--- config.mk ---
export PLATFORM = sky130hd
export DESIGN_NAME = bist_tpg
export DESIGN_NICKNAME = d
export VERILOG_FILES = /design/src/rtl/bist_tpg_pkg.sv /design/src/rtl/bist_tpg_lfsr8.sv /design/src/rtl/bist_tpg.sv
export SDC_FILE = /design/constraint.sdc
export NUM_CORES = 1
export LEC_CHECK = 0
export CORE_MARGIN = 2
export CORE_UTILIZATION = 30
export CTS_BUF_LIST = sky130_fd_sc_hd__clkbuf_8
export CTS_CLUSTER_DIAMETER = 30
export DETAILED_ROUTE_END_ITERATION = 10
export REMOVE_ABC_BUFFERS = 1
export SYNTH_ARGS = -nofsm -noshare
export SYNTH_HDL_FRONTEND = slang
export SYNTH_SLANG_ARGS = --single-unit
--- constraint.sdc ---
create_clock -name CLK -period 1.94 [get_ports CLK]
set_input_delay 0.582 -clock CLK [delete_from_list [all_inputs] [get_ports CLK]]
set_output_delay 0.582 -clock CLK [all_outputs]
set_load 0.01 [all_outputs]
--- src/rtl/bist_tpg_pkg.sv ---
// Shared definitions for the BIST pattern generator: FSM encoding, LFSR width/taps
// and the LFSR step function used by lfsr8.
package bist_tpg_pkg;

   localparam int LFSR_W = 8;
   localparam logic [LFSR_W-1:0] TAP_MASK = 8'hB8;

   typedef enum logic [1:0] {
      ST_IDLE  = 2'd0,
      ST_RUN   = 2'd1,
      ST_DRAIN = 2'd2,
      ST_DONE  = 2'd3
   } state_t;

   // Fibonacci step: shift left, feedback is the parity of the tapped bits 7,5,4,3.
   function automatic logic [LFSR_W-1:0] lfsr_next(input logic [LFSR_W-1:0] p);
      return {p[LFSR_W-2:0], ^(p & TAP_MASK)};
   endfunction

endpackage

--- src/rtl/bist_tpg_lfsr8.sv ---
// 8-bit maximal-length LFSR with synchronous seed load; q updates one edge after load/en.
// No flow control: advances on every edge with en high.
module lfsr8
   import bist_tpg_pkg::*;
#(
   parameter logic [LFSR_W-1:0] INIT = 8'h01
) (
   input  logic              CLK,
   input  logic              RST,
   input  logic              load,
   input  logic [LFSR_W-1:0] seed,
   input  logic              en,
   output logic [LFSR_W-1:0] q
);

   always_ff @(posedge CLK or negedge RST) begin
      if (!RST) begin
         q <= INIT;
      end else if (load) begin
         q <= seed;
      end else if (en) begin
         q <= lfsr_next(q);
      end
   end

endmodule

--- src/rtl/bist_tpg.sv ---
// BIST test-pattern generator: runs N_PATTERNS LFSR vectors, drains 2 cycles, then grades sig.
// Pattern appears the edge after bist_start; bist_start is ignored while busy.
module bist_tpg
   import bist_tpg_pkg::*;
#(
   parameter logic [7:0] SEED       = 8'hB7,
   parameter int         N_PATTERNS = 255,
   parameter logic [7:0] GOLDEN     = 8'h00
) (
   input  logic       CLK,
   input  logic       RST,
   input  logic       bist_start,
   input  logic [7:0] sig,
   output logic [7:0] pattern,
   output logic       pattern_valid,
   output logic       bist_end,
   output logic       busy,
   output logic       done,
   output logic       pass
);

   // An all-zero seed would lock the LFSR, so it is promoted to 01.
   localparam logic [7:0] SEED_EFF = (SEED == 8'h00) ? 8'h01 : SEED;
   localparam logic [7:0] N_LAST   = 8'(N_PATTERNS);

   state_t     state, state_nxt;
   logic [7:0] count;
   logic       drain_cnt;
   logic       pass_q;
   logic       start_run;
   logic       lfsr_en;

   lfsr8 #(.INIT(SEED_EFF)) u_lfsr (
      .CLK  (CLK),
      .RST  (RST),
      .load (start_run),
      .seed (SEED_EFF),
      .en   (lfsr_en),
      .q    (pattern)
   );

   always_ff @(posedge CLK or negedge RST) begin
      if (!RST) begin
         state <= ST_IDLE;
      end else begin
         state <= state_nxt;
      end
   end

   always_comb begin
      state_nxt     = state;
      start_run     = 1'b0;
      lfsr_en       = 1'b0;
      pattern_valid = 1'b0;
      bist_end      = 1'b0;
      busy          = 1'b0;
      done          = 1'b0;
      case (state)
         ST_IDLE: begin
            if (bist_start) begin
               state_nxt = ST_RUN;
               start_run = 1'b1;
            end
         end
         ST_RUN: begin
            pattern_valid = 1'b1;
            busy          = 1'b1;
            // Hold the LFSR on the final vector so pattern keeps the last value afterwards.
            lfsr_en       = (count != N_LAST);
            if (count == N_LAST) begin
               state_nxt = ST_DRAIN;
            end
         end
         ST_DRAIN: begin
            bist_end = 1'b1;
            busy     = 1'b1;
            if (drain_cnt) begin
               state_nxt = ST_DONE;
            end
         end
         ST_DONE: begin
            bist_end = 1'b1;
            done     = 1'b1;
            if (bist_start) begin
               state_nxt = ST_RUN;
               start_run = 1'b1;
            end
         end
         default: state_nxt = ST_IDLE;
      endcase
      pass = done & pass_q;
   end

   always_ff @(posedge CLK or negedge RST) begin
      if (!RST) begin
         count     <= 8'd0;
         drain_cnt <= 1'b0;
         pass_q    <= 1'b0;
      end else begin
         if (start_run) begin
            count <= 8'd1;
         end else if (lfsr_en) begin
            count <= count + 8'd1;
         end
         drain_cnt <= (state == ST_DRAIN) && !drain_cnt;
         // Compactor output has settled by the second drain cycle.
         if (start_run) begin
            pass_q <= 1'b0;
         end else if ((state == ST_DRAIN) && drain_cnt) begin
            pass_q <= (sig == GOLDEN);
         end
      end
   end

endmodule

# After elaboration in Yosys (flattened, before gate mapping)
# Cells that the tools add are included.
# W data, S select, Z words.
dict set report totals {
  regBits 20
  latch_bits 0
  ram_bits 0
  rom_bits 0
  input_bits 11
  wordCells 44
  memories 0
}
dict set report op_classes {
  n_addsub 1
  n_mul 0
  n_div 0
  order_cmp 0
  n_eq_ne 8
  shift 0
  mux 17
  n_bitwise 1
  n_reduce_logical 12
}
# operator n
set ops {}
lappend ops {{$mux W8} 4}
lappend ops {{$mux W1} 9}
lappend ops {{$add A8 B1 Y8 const B} 1}
lappend ops {{$eq A8 B8 Y1 const B} 1}
lappend ops {{$logic_not A8 Y1} 1}
lappend ops {{$ne A8 B8 Y1 const B} 1}
lappend ops {{$reduce_xor A8 Y1} 1}
lappend ops {{$mux W2} 3}
lappend ops {{$pmux W2 S3} 1}
lappend ops {{$reduce_or A2 Y1} 3}
lappend ops {{$eq A2 B2 Y1 const B} 2}
lappend ops {{$ne A2 B2 Y1 const B} 2}
lappend ops {{$reduce_bool A2 Y1} 2}
lappend ops {{$reduce_and A3 Y1} 1}
lappend ops {{$eq A2 B1 Y1 const B} 1}
lappend ops {{$logic_and A1 B1 Y1} 2}
lappend ops {{$logic_not A2 Y1} 1}
lappend ops {{$ne A2 B1 Y1 const B} 1}
lappend ops {{$and A1 B1 Y1} 1}
lappend ops {{$logic_not A1 Y1} 1}

# Depth between registers and ports, before layout
# Gate-level depths: netlist of run 1.
dict set report logic_depth {
  depth_word 4
  mapped_depth 7
}

# Modules after synthesis
# A second synthesis of run 1 with hierarchy kept.
dict set report hier_totals {
  cells_unflattened 110
  area_unflattened_um2 1103.6
}
# mod instances cells_per_inst area_per_inst_um2 seq_area_each_um2
set by_module_without_submodules {}
lappend by_module_without_submodules {bist_tpg 1 72 701.9 300.3}
lappend by_module_without_submodules {lfsr8 1 38 401.6 207.7}

# Worst setup path before layout of run 1
# OpenSTA, ideal clock, no wires.
dict set report synth_timing {
  kind {register -> register}
  from {reg state[1]}
  to {reg count[5]}
  arrival_time_ps 1472
  required_ps 1820
  path_slack_ps 348
  stages_incl_launch_ff 7
  path_buffers 0
  synth_period_minus_slack_ps 1592
  cell_sequence {dfrtp_1 inv_1 ha_1 nand3_1 a211oi_1 a21oi_1 a31o_2}
}
dict set report synth_between {
  elab_chain_cells 4
}
# item line
set synth_lines {}
lappend synth_lines {{start: declaration} bist_tpg.sv:26} ;# state_t state, state_nxt;
lappend synth_lines {{start signal: assignment} bist_tpg.sv:46} ;# state <= state_nxt;
lappend synth_lines {{$eq A2 B2 Y1 or $logic_not A2 Y1 (tied branches)} bist_tpg.sv:58} ;# case (state)
lappend synth_lines {{$reduce_or A2 Y1 (no source line)} -}
lappend synth_lines {{$mux W1} -}
lappend synth_lines {{$mux W8 or $reduce_bool A2 Y1 (tied branches)} -}
lappend synth_lines {{end signal: assignment} bist_tpg.sv:103} ;# count <= count + 8'd1;
lappend synth_lines {{end: declaration} bist_tpg.sv:27} ;# logic [7:0] count;
# Several ways; a longest one is shown, not always the timed one.
# A chain may end at the register's enable or synchronous reset.

# Final worst setup path of run 1
dict set report layout_timing {
  from {reg state[0]}
  to {out bist_end}
}
dict set report layout_between {
  elab_chain_cells 3
}
# item line
set layout_lines {}
lappend layout_lines {{$eq A2 B2 Y1} bist_tpg.sv:58}
lappend layout_lines {{$reduce_or A2 Y1 (no source line) *} -}
lappend layout_lines {{$mux W1 *} bist_tpg.sv:58}
lappend layout_lines {{end: declaration} bist_tpg.sv:16} ;# output logic bist_end,
# Every way passes the cells marked *; elsewhere a longest branch is shown, timed or not.

==> results.cfg, run 1 <==
[outcome]
status = completed

[timing]
fin_setup_tns_ns = 0
max_slew_margin_pct = 78.0
final_hold_viol_count = 0
period_minus_slack_ns = 1.88
finClkSkew_ns = 0.00347
max_freq_mhz = 532
final-setup-viol-count = 0
worst_pin_slew_ns = 0.326
hold_ws_ns = 0.516
timing.final.crit_share_pct = 96.9
rsz0062_at_grt = no
finalMaxSlewViolations = 0

[floorplanning]
start_util_pct = 31.2
top_level_ports = 24
dieHeight_um = 62.9
dieArea_um2 = 3960
row_count = 21
die_x_um = 62.9
core_area_um2 = 3340

[global_route]
grtUsageMet3_pct = 3.96
grtUsageMet2_pct = 22.3
grt_first_pass_wirelength_mm = 4.11
use_met1_pct = 15.3
grt_start_max_net_pins = 23
track_usage_pct = 13.0
top_usage_layer = met2
grt_pass1_vias = 952
antenna_found_initial = 0
globalRoute.totalOverflow = 0

[yosys]
synth_area_leader_cell = dfrtp_1
synthTopCellsByArea = dfrtp_1 (34%), dfstp_2 (15%), ha_1 (6.0%), a21oi_1 (4.8%), nand2_1 (4.3%)
yosys_warnings = 0
synth.avg_cell_area_um2 = 9.73
synth_edf_count = 0
ys.flop_type = dfrtp_1
synthArstFlopShare_pct = 100
yosysUniqueCellTypes = 31
netlist_area_um2 = 1040
yosys.area.top_type_share_pct = 33.7
synthCells = 107
synth-seq-cells = 20
yosysSeqAreaShare_pct = 48.8

[worst_setup_path]
cpPeakStageDelay_ns = 0.39
crit_fanout = 3
cp_data_arrival_time_ns = 1.30
timing.rr.start = state[1]$_DFFE_PN0P_
ff2ff_path_depth = 8
cp-start-kind = flop
crit_type = flop to primary output
cp_cell_sequence = inv_2 -> ha_2 -> or2_2 -> buf_6
cp_slowest_cell = dfrtp_1
worstSetupEndpointType = primary output
reg2reg_to = count[5]$_DFFE_PN0P_
ff2ff_setup_slack_ns = 0.11
required_ns = 1.36

[pwr]
p_switching_uw = 846
power.density_nw_per_um2 = 1530
combPwrFrac_pct = 52.0
ir_drop_uv = 727
p_total_uw = 2200
swShare_pct = 38.4
p_clk_share_pct = 14.3
intPower_uw = 1360
leakagePower_uw = 0.000620
pwr-share-seq_pct = 33.7

[finish]
syn_to_final_growth_pct = 38.2
multiInputGateArea_um2 = 502
post_layout_nonfiller_instances = 187
drive_gt1_share_pct = 22.7
n_antenna_cell = 0
fillerInstances = 348
fin_nets = 158
seq_area_um2 = 508
fin_util_pct = 43.1

[placement]
gp_congestion = 0.775
hpwl_mm = 1.64
dp_cells = 182
io_buffers = 23

[clock_tree]
numCtsBuffers = 3
clock_sinks = 20
cts_tree = done
clk_path_buf_depth = 2
cts_root_buf = clkbuf_8
h-tree-depth = 1
clk_pin_slew_ns = 0.07
clk_latency_ns = 0.26

[hold_path]
whs_endpoint = pass_q$_DFFE_PN0P_
hold_class = flop to flop
hold_start = pass_q$_DFFE_PN0P_
whs_path_depth = 2

[detailed_routing]
wl_per_cell_um = 12.1
routed_wl_mm = 2.26
vias = 904
first_pass_iters = 4
ant_nets = 0
drtIter0Drc = 6
route.detailed.drc = 0
via_per_inst = 4.83

[job]
drv_cap = 0
sequential cells by signal (all words and copies together) (netlist names):
signal	cells
pass_q	1
drain_cnt	1
state	2
u_lfsr.q	8
count	8
metal layers:
metal,vias to the layer above,share of wire (%)
li1,444,-
met1,435,47
met2,23,48
met3,2,4.4
met4,0,0.88
met5,-,0
synth_stat cells, drive strengths merged, types with 2 or more instances:
master,instances
a21oi,10
inv,5
dfrtp,14
o211ai,2
nor4,3
buf,3
nor3,8
ha,5
dfstp,6
nor2,8
nand2,12
o21ai,3
and2,2
nand3,7
xnor2,5
cells in the final DEF (no fill, tap or decap), types with 2 or more instances in the layout:
cell	count
dfrtp_1	14
nand2_1	12
clkdlybuf4s50_1	12
buf_4	11
a21oi_1	10
nor2_1	8
nor3_1	8
nand3_1	7
dlygate4sd2_1	7
dfstp_2	6
xnor2_1	5
inv_1	4
clkbuf_8	4
nor4_1	3
o21ai_0	3
ha_1	3
and2_1	2
o211ai_1	2
ha_2	2
clkbuf_2	2
worst max-delay path: cells and delay by family, from the launching register on:
| family | cells | cell delay [ns] |
|---|---|---|
| buffers and inverters | 2 | 0.17 |
| flip-flops | 1 | 0.39 |
| AND/OR/NAND/NOR | 1 | 0.30 |
| adder cells (fa/ha/maj) | 1 | 0.18 |
stage by stage:
stage / worst slack (ns) / instance area (um2)
2_1_floorplan: 0.348 / 1010
3_3_place_gp: -0.0146 / 1380
3_5_place_dp: -0.0414 / 1380
4_1_cts: 0.00519 / 1420
5_1_grt: 0.00593 / 1440
6_report: 0.0605 / 1440
timing repair:
item                                    CTS  global route
hold buffers                              0             0
buffers inserted                          1             0
endpoints found under the setup margin   10             5
gates resized for setup                  14             9
worst max path at each step:
stage | startpoint | slack (ns) | depth (start not counted) | endpoint
6_report | state[0]$_DFFE_PN0P_ | 0.06 | 4 | bist_end
5_1_grt | state[0]$_DFFE_PN0P_ | 0.006 | 4 | bist_end
4_1_cts | state[0]$_DFFE_PN0P_ | 0.005 | 4 | busy
3_5_place_dp | state[0]$_DFFE_PN0P_ | -0.04 | 4 | bist_end
3_3_place_gp | state[0]$_DFFE_PN0P_ | -0.01 | 4 | bist_end
2_1_floorplan | state[1]$_DFFE_PN0P_ | 0.35 | 6 | count[5]$_DFFE_PN0P_
kinds of logic after synthesis:
group / after synthesis / share of synthesized area, %
AO/OA/AOI/OAI: 21 / 13.0
XOR/XNOR: 6 / 5.77
adder cells (fa/ha/maj): 5 / 6.01
buffers and inverters: 9 / 4.45
flip-flops: 20 / 48.8
multiplexers: 1 / 0.962
AND/OR/NAND/NOR: 45 / 21.0
layout make-up:
| cell class | count | area share, % |
|---|---|---|
| multi-input cells | 78 | 34.9 |
| well taps | 46 | 4.00 |
| flip-flops and latches | 20 | 35.3 |
| clock buffers | 4 | 3.83 |
| inverters | 5 | 1.30 |
| repair buffers | 34 | 20.7 |
power by group through the flow:
stage / combinational, uW / sequential, uW / clock, uW
after global placement: 1160 / 746 / 0
after detailed placement: 1180 / 750 / 0
after global routing: 1310 / 770 / 344
after floorplan: 611 / 761 / 0
final: 1140 / 742 / 316
after CTS: 1130 / 741 / 332
Power figures use the tool's default switching activity.
==> inputs of run 2 (changes only) <==
==> constraint.sdc (replaced) <==
create_clock -name CLK -period 1.94 [get_ports CLK]
set_input_delay 0.291 -clock CLK [delete_from_list [all_inputs] [get_ports CLK]]
set_output_delay 0.291 -clock CLK [all_outputs]
set_load 0.01 [all_outputs]
==> results.cfg, run 2 (synthesized netlist as in run 1, its figures left out) <==
[outcome]
status = completed

[timing]
max_slew_margin_pct = 74.9
fin_setup_tns_ns = 0
final_hold_viol_count = 0
rsz0062_at_grt = no
finClkSkew_ns = 0.000942
finalMaxSlewViolations = 0
final-setup-viol-count = 0
period_minus_slack_ns = 1.85
timing.final.crit_share_pct = 95.4
worst_pin_slew_ns = 0.376
max_freq_mhz = 540

[detailed_routing]
via_per_inst = 4.86
routed_wl_mm = 2.17
drtIter0Drc = 19
route.detailed.drc = 0
first_pass_iters = 4
vias = 880
wl_per_cell_um = 12.0
ant_nets = 0

[floorplanning]
dieHeight_um = 62.9
start_util_pct = 31.2
row_count = 21
top_level_ports = 24
dieArea_um2 = 3960
die_x_um = 62.9
core_area_um2 = 3340

[clock_tree]
h-tree-depth = 1
clk_latency_ns = 0.26
numCtsBuffers = 3
cts_root_buf = clkbuf_8
clk_path_buf_depth = 2
cts_hold_buf = 0
clk_pin_slew_ns = 0.07
cts_tree = done
clock_sinks = 20

[global_route]
globalRoute.totalOverflow = 0
grt_pass1_vias = 892
antenna_found_initial = 0
grt_first_pass_wirelength_mm = 3.90
grt_start_max_net_pins = 23
track_usage_pct = 12.4

[finish]
multiInputGateArea_um2 = 489
post_layout_nonfiller_instances = 181
syn_to_final_growth_pct = 33.9
mostFrequentLayoutCell = clkdlybuf4s50_1
n_antenna_cell = 0
drive_gt1_share_pct = 15.6
fin_nets = 152
seq_area_um2 = 508
reg.largest.list = count: 8 flops, u_lfsr.q: 8 flops, state: 2 flops
fin_util_pct = 41.8
final_cell_mix = clkdlybuf4s50_1 (21), dfrtp_1 (14), nand2_1 (12)
fillerInstances = 339

[worst_setup_path]
path_delay_family = buffers and inverters
cp_data_arrival_time_ns = 1.56
crit_fanout = 7
cpPeakStageDelay_ns = 0.56
crit_type = flop to primary output
required_ns = 1.65
cp-start-kind = flop
cp_cell_sequence = inv_1 -> ha_2 -> clkdlybuf4s50_1
worstSetupEndpointType = primary output
cp_slowest_cell = clkdlybuf4s50_1
crit_buf_inv = 2

[pwr]
p_total_uw = 2120
ir_drop_uv = 714
leakagePower_uw = 0.000588
power.density_nw_per_um2 = 1520

[placement]
dp_cells = 176
hpwl_mm = 1.58
gp_congestion = 0.684
io_buffers = 23

[hold_path]
hold_class = input pin to asynchronous set/reset pin

[job]
drv_cap = 0
run 2: cell types whose count changed in the layout (fill, tap and decap cells not counted):
cell | previous run | this run
inv_2 | 1 | 0
dlygate4sd2_1 | 7 | 2
buf_4 | 11 | 5
clkbuf_2 | 2 | 0
inv_1 | 4 | 5
clkdlybuf4s50_1 | 12 | 21
ha_1 | 3 | 4
ha_2 | 2 | 1
a41o_4 | 1 | 0
buf_6 | 1 | 0
dlymetal6s2s_1 | 1 | 0
a41o_2 | 0 | 1
run 2: report_power, final:
group	internal [uW]	switching (uW)
combinational	530	539
sequential	602	138
clock	181	135
total	1310	811
run 2: worst paths after layout:
| path | startpoint | endpoint | slack, ns | cells past startpoint |
|---|---|---|---|---|
| setup / recovery | state[1]$_DFFE_PN0P_ | pattern_valid | 0.09 | 3 |
| setup reg to reg | count[0]$_DFFE_PN0P_ | state[0]$_DFFE_PN0P_ | 0.29 | 4 |
| hold / removal | RST | count[6]$_DFFE_PN0P_ | 0.37 | 2 |
| min in group CLK | pass_q$_DFFE_PN0P_ | pass_q$_DFFE_PN0P_ | 0.52 | 2 |
| max in group asynchronous | RST | u_lfsr.q[5]$_DFFE_PN1P_ | 1.30 | 2 |
| hold reg to reg | pass_q$_DFFE_PN0P_ | pass_q$_DFFE_PN0P_ | 0.52 | 2 |
run 2: through the flow:
stage	hold slack (ns)	worst slack [ns]	cell area (um2)
3_5_place_dp	0.511	0.190	1330
2_1_floorplan	-0.00459	0.348	1010
4_1_cts	0.381	0.0136	1390
6_report	0.371	0.0890	1390
5_1_grt	0.403	0.0235	1390
3_3_place_gp	0.507	0.217	1330
run 2: final cells by class:
class	instances	share of cell area, %
clock buffers	4	3.95
inverters	5	1.35
multi-input cells	78	35.1
flip-flops and latches	20	36.4
well taps	46	4.13
repair buffers	28	19.0
run 2: timing repair:
item	CTS	global route
endpoints found under the setup margin	2	1
gates resized for setup	2	1
gates cloned	0	0
setup buffers	1	0
run 2: worst reg2reg max path, stage by stage, from the launching register on:
cell      delay [ns]
dfrtp_1         0.44
ha_1            0.29
a41o_2          0.48
o211ai_1        0.18
mux2i_1         0.15
run 2: per-layer routing:
metal / GRT usage [%] / vias up / share of wire [%]
met2: 19.9 / 26 / 47
met4: 6.67 / 0 / 2.2
li1: - / 435 / -
met5: 0 / - / 0
met3: 2.88 / 5 / 5.9
met1: 15.4 / 414 / 45
==> inputs of run 3 (changes only) <==
--- a/config.mk
+++ b/config.mk
@@ -13,4 +13,5 @@
 export REMOVE_ABC_BUFFERS = 1
 export SYNTH_ARGS = -nofsm -noshare
 export SYNTH_HDL_FRONTEND = slang
+export SYNTH_HIERARCHICAL = 1
 export SYNTH_SLANG_ARGS = --single-unit
==> results.cfg, run 3 <==
[finish]
design_area_um2 = 1500
syn_to_final_growth_pct = 35.6
reg.largest.list = count: 8 flops, u_lfsr/q: 8 flops, state: 2 flops
drive_gt1_share_pct = 15.1
fin_nets = 163
final_cell_mix = clkdlybuf4s50_1 (21), dfrtp_1 (14), nand2_1 (12)
n_antenna_cell = 0
mostFrequentLayoutCell = clkdlybuf4s50_1

[timing]
finClkSkew_ns = 0.00642
finalMaxSlewViolations = 0
final-setup-viol-count = 0
period_minus_slack_ns = 1.87
timing.final.crit_share_pct = 96.2
rsz0062_at_grt = no
fin_setup_tns_ns = 0
final_hold_viol_count = 0
max_freq_mhz = 536

[yosys]
netlist_area_um2 = 1100
synthTopCellsByArea = dfrtp_1 (32%), dfstp_2 (14%), mux2i_1 (7.3%), ha_1 (5.7%), o21ai_0 (4.1%)
yosysSeqAreaShare_pct = 46.0
synth-seq-cells = 20
ys_top_cells_by_count = dfrtp_1 (14), nand2_1 (12), o21ai_0 (9), mux2i_1 (8)
synth.avg_cell_area_um2 = 10.0
synth.most_common_cell = dfrtp_1
synthArstFlopShare_pct = 100
yosys.area.top_type_share_pct = 31.7
synthCells = 110
yosys_warnings = 6
ys.flop_type = dfrtp_1
synth_area_leader_cell = dfrtp_1
synth_edf_count = 0
yosysUniqueCellTypes = 33

[placement]
place_area_um2 = 1430
io_buffers = 23
hpwl_mm = 1.67
gp_congestion = 0.811

[job]
drv_cap = 0

[floorplanning]
start_util_pct = 30.6
core_area_um2 = 3610
die_x_um = 64.7
dieArea_um2 = 4180
top_level_ports = 24
dieHeight_um = 64.7
row_count = 22

[clock_tree]
clk_latency_ns = 0.26
numCtsBuffers = 3
cts_root_buf = clkbuf_8
clock_sinks = 20
clk_pin_slew_ns = 0.08
h-tree-depth = 1
clk_path_buf_depth = 2
cts_tree = done

[worst_setup_path]
ff2ff_setup_slack_ns = 0.22
required_ns = 1.65
crit_fanout = 6
timing.rr.start = count[0]$_DFFE_PN0P_
worstSetupEndpointType = primary output
ff2ff_path_depth = 7
reg2reg_to = u_lfsr/q[0]$_DFFE_PN1P_
crit_type = flop to primary output
cp_data_arrival_time_ns = 1.58
crit_end = pattern_valid
crit_start = state[1]$_DFFE_PN0P_
cp-start-kind = flop

[pwr]
p_switching_uw = 824
ir_drop_uv = 925
pwr-share-seq_pct = 34.1
combPwrFrac_pct = 51.6
p_clk_share_pct = 14.3
leakagePower_uw = 0.000645
intPower_uw = 1370
power.density_nw_per_um2 = 1470
swShare_pct = 37.5

[hold_path]
hold_class = input pin to asynchronous set/reset pin

[detailed_routing]
first_pass_iters = 4
via_per_inst = 4.58
vias = 889
wl_per_cell_um = 11.3
routed_wl_mm = 2.18
route.detailed.drc = 0
ant_nets = 0
drtIter0Drc = 35

[global_route]
grt_pass1_vias = 852
grt_start_max_net_pins = 21
track_usage_pct = 11.4
globalRoute.totalOverflow = 0
antenna_found_initial = 0
grt_first_pass_wirelength_mm = 3.78

[outcome]
status = completed
run 3: per-stage QoR:
stage	power (uW)	utilization [%]	worst slack [ns]	cells	hold WS (ns)
after detailed placement	1910	39.6	0.182	188	0.510
after global placement	1860	39.6	0.215	188	0.511
after floorplan	1410	-	0.224	114	-0.00459
after CTS	2240	41.5	0.0515	194	0.377
final	2200	41.5	0.0740	194	0.373
after global routing	2390	41.5	0.000855	194	0.381
run 3: final cells by class:
type | count | area, um2
fillers | 357 | 2110
well taps | 48 | 60.1
repair buffers | 28 | 265
inverters | 6 | 22.5
flip-flops and latches | 20 | 508
multi-input cells | 88 | 586
clock buffers | 4 | 55.1
run 3: repair_timing:
item,4_1_cts,5_1_grt
setup buffers,2,0
resized for setup,3,0
setup endpoints to repair,3,0
hold buffers,0,0
run 3: logic make-up after synthesis:
family / count (synthesis) / synth area share [%]
buffers and inverters: 8 / 3.17
xor gates and xnor gates: 6 / 4.76
AOI/OAI and AO/OA: 21 / 12.8
DFF: 20 / 46.0
muxes: 8 / 7.26
and+or+nand+nor: 40 / 19.6
adders and majority gates: 5 / 5.67
other: 2 / 0.681
run 3: critical path, stage by stage, from the launching register on:
cell and delay [ns]:
dfrtp_1 0.41, inv_1 0.10, ha_2 0.26, clkdlybuf4s50_1 0.56
run 3: layer usage:
metal  wire length [um]  part of all wire, %  GRT usage (%)
met1               1060                   49           14.5
met3                 37                  1.7           2.60
met2               1070                   49           19.5
met5                  0                    0              0
met4                 12                 0.55           3.19
run 3: worst min-delay path by stage:
stage	to	slack [ns]	cells past startpoint
after detailed placement	pass_q$_DFFE_PN0P_	0.51	2
after floorplan	count[0]$_DFFE_PN0P_	-0.005	0
after global placement	pass_q$_DFFE_PN0P_	0.51	2
after global routing	u_lfsr/q[6]$_DFFE_PN0P_	0.38	2
after CTS	u_lfsr/q[6]$_DFFE_PN0P_	0.38	2
final	u_lfsr/q[6]$_DFFE_PN0P_	0.37	2
run 3: power by group through the flow:
stage	sequential (uW)	combinational, uW	clock (uW)
3_3_place_gp	748	1110	0
3_5_place_dp	762	1140	0
6_report	749	1130	314
4_1_cts	754	1150	332
5_1_grt	778	1270	346
2_1_floorplan	772	639	0
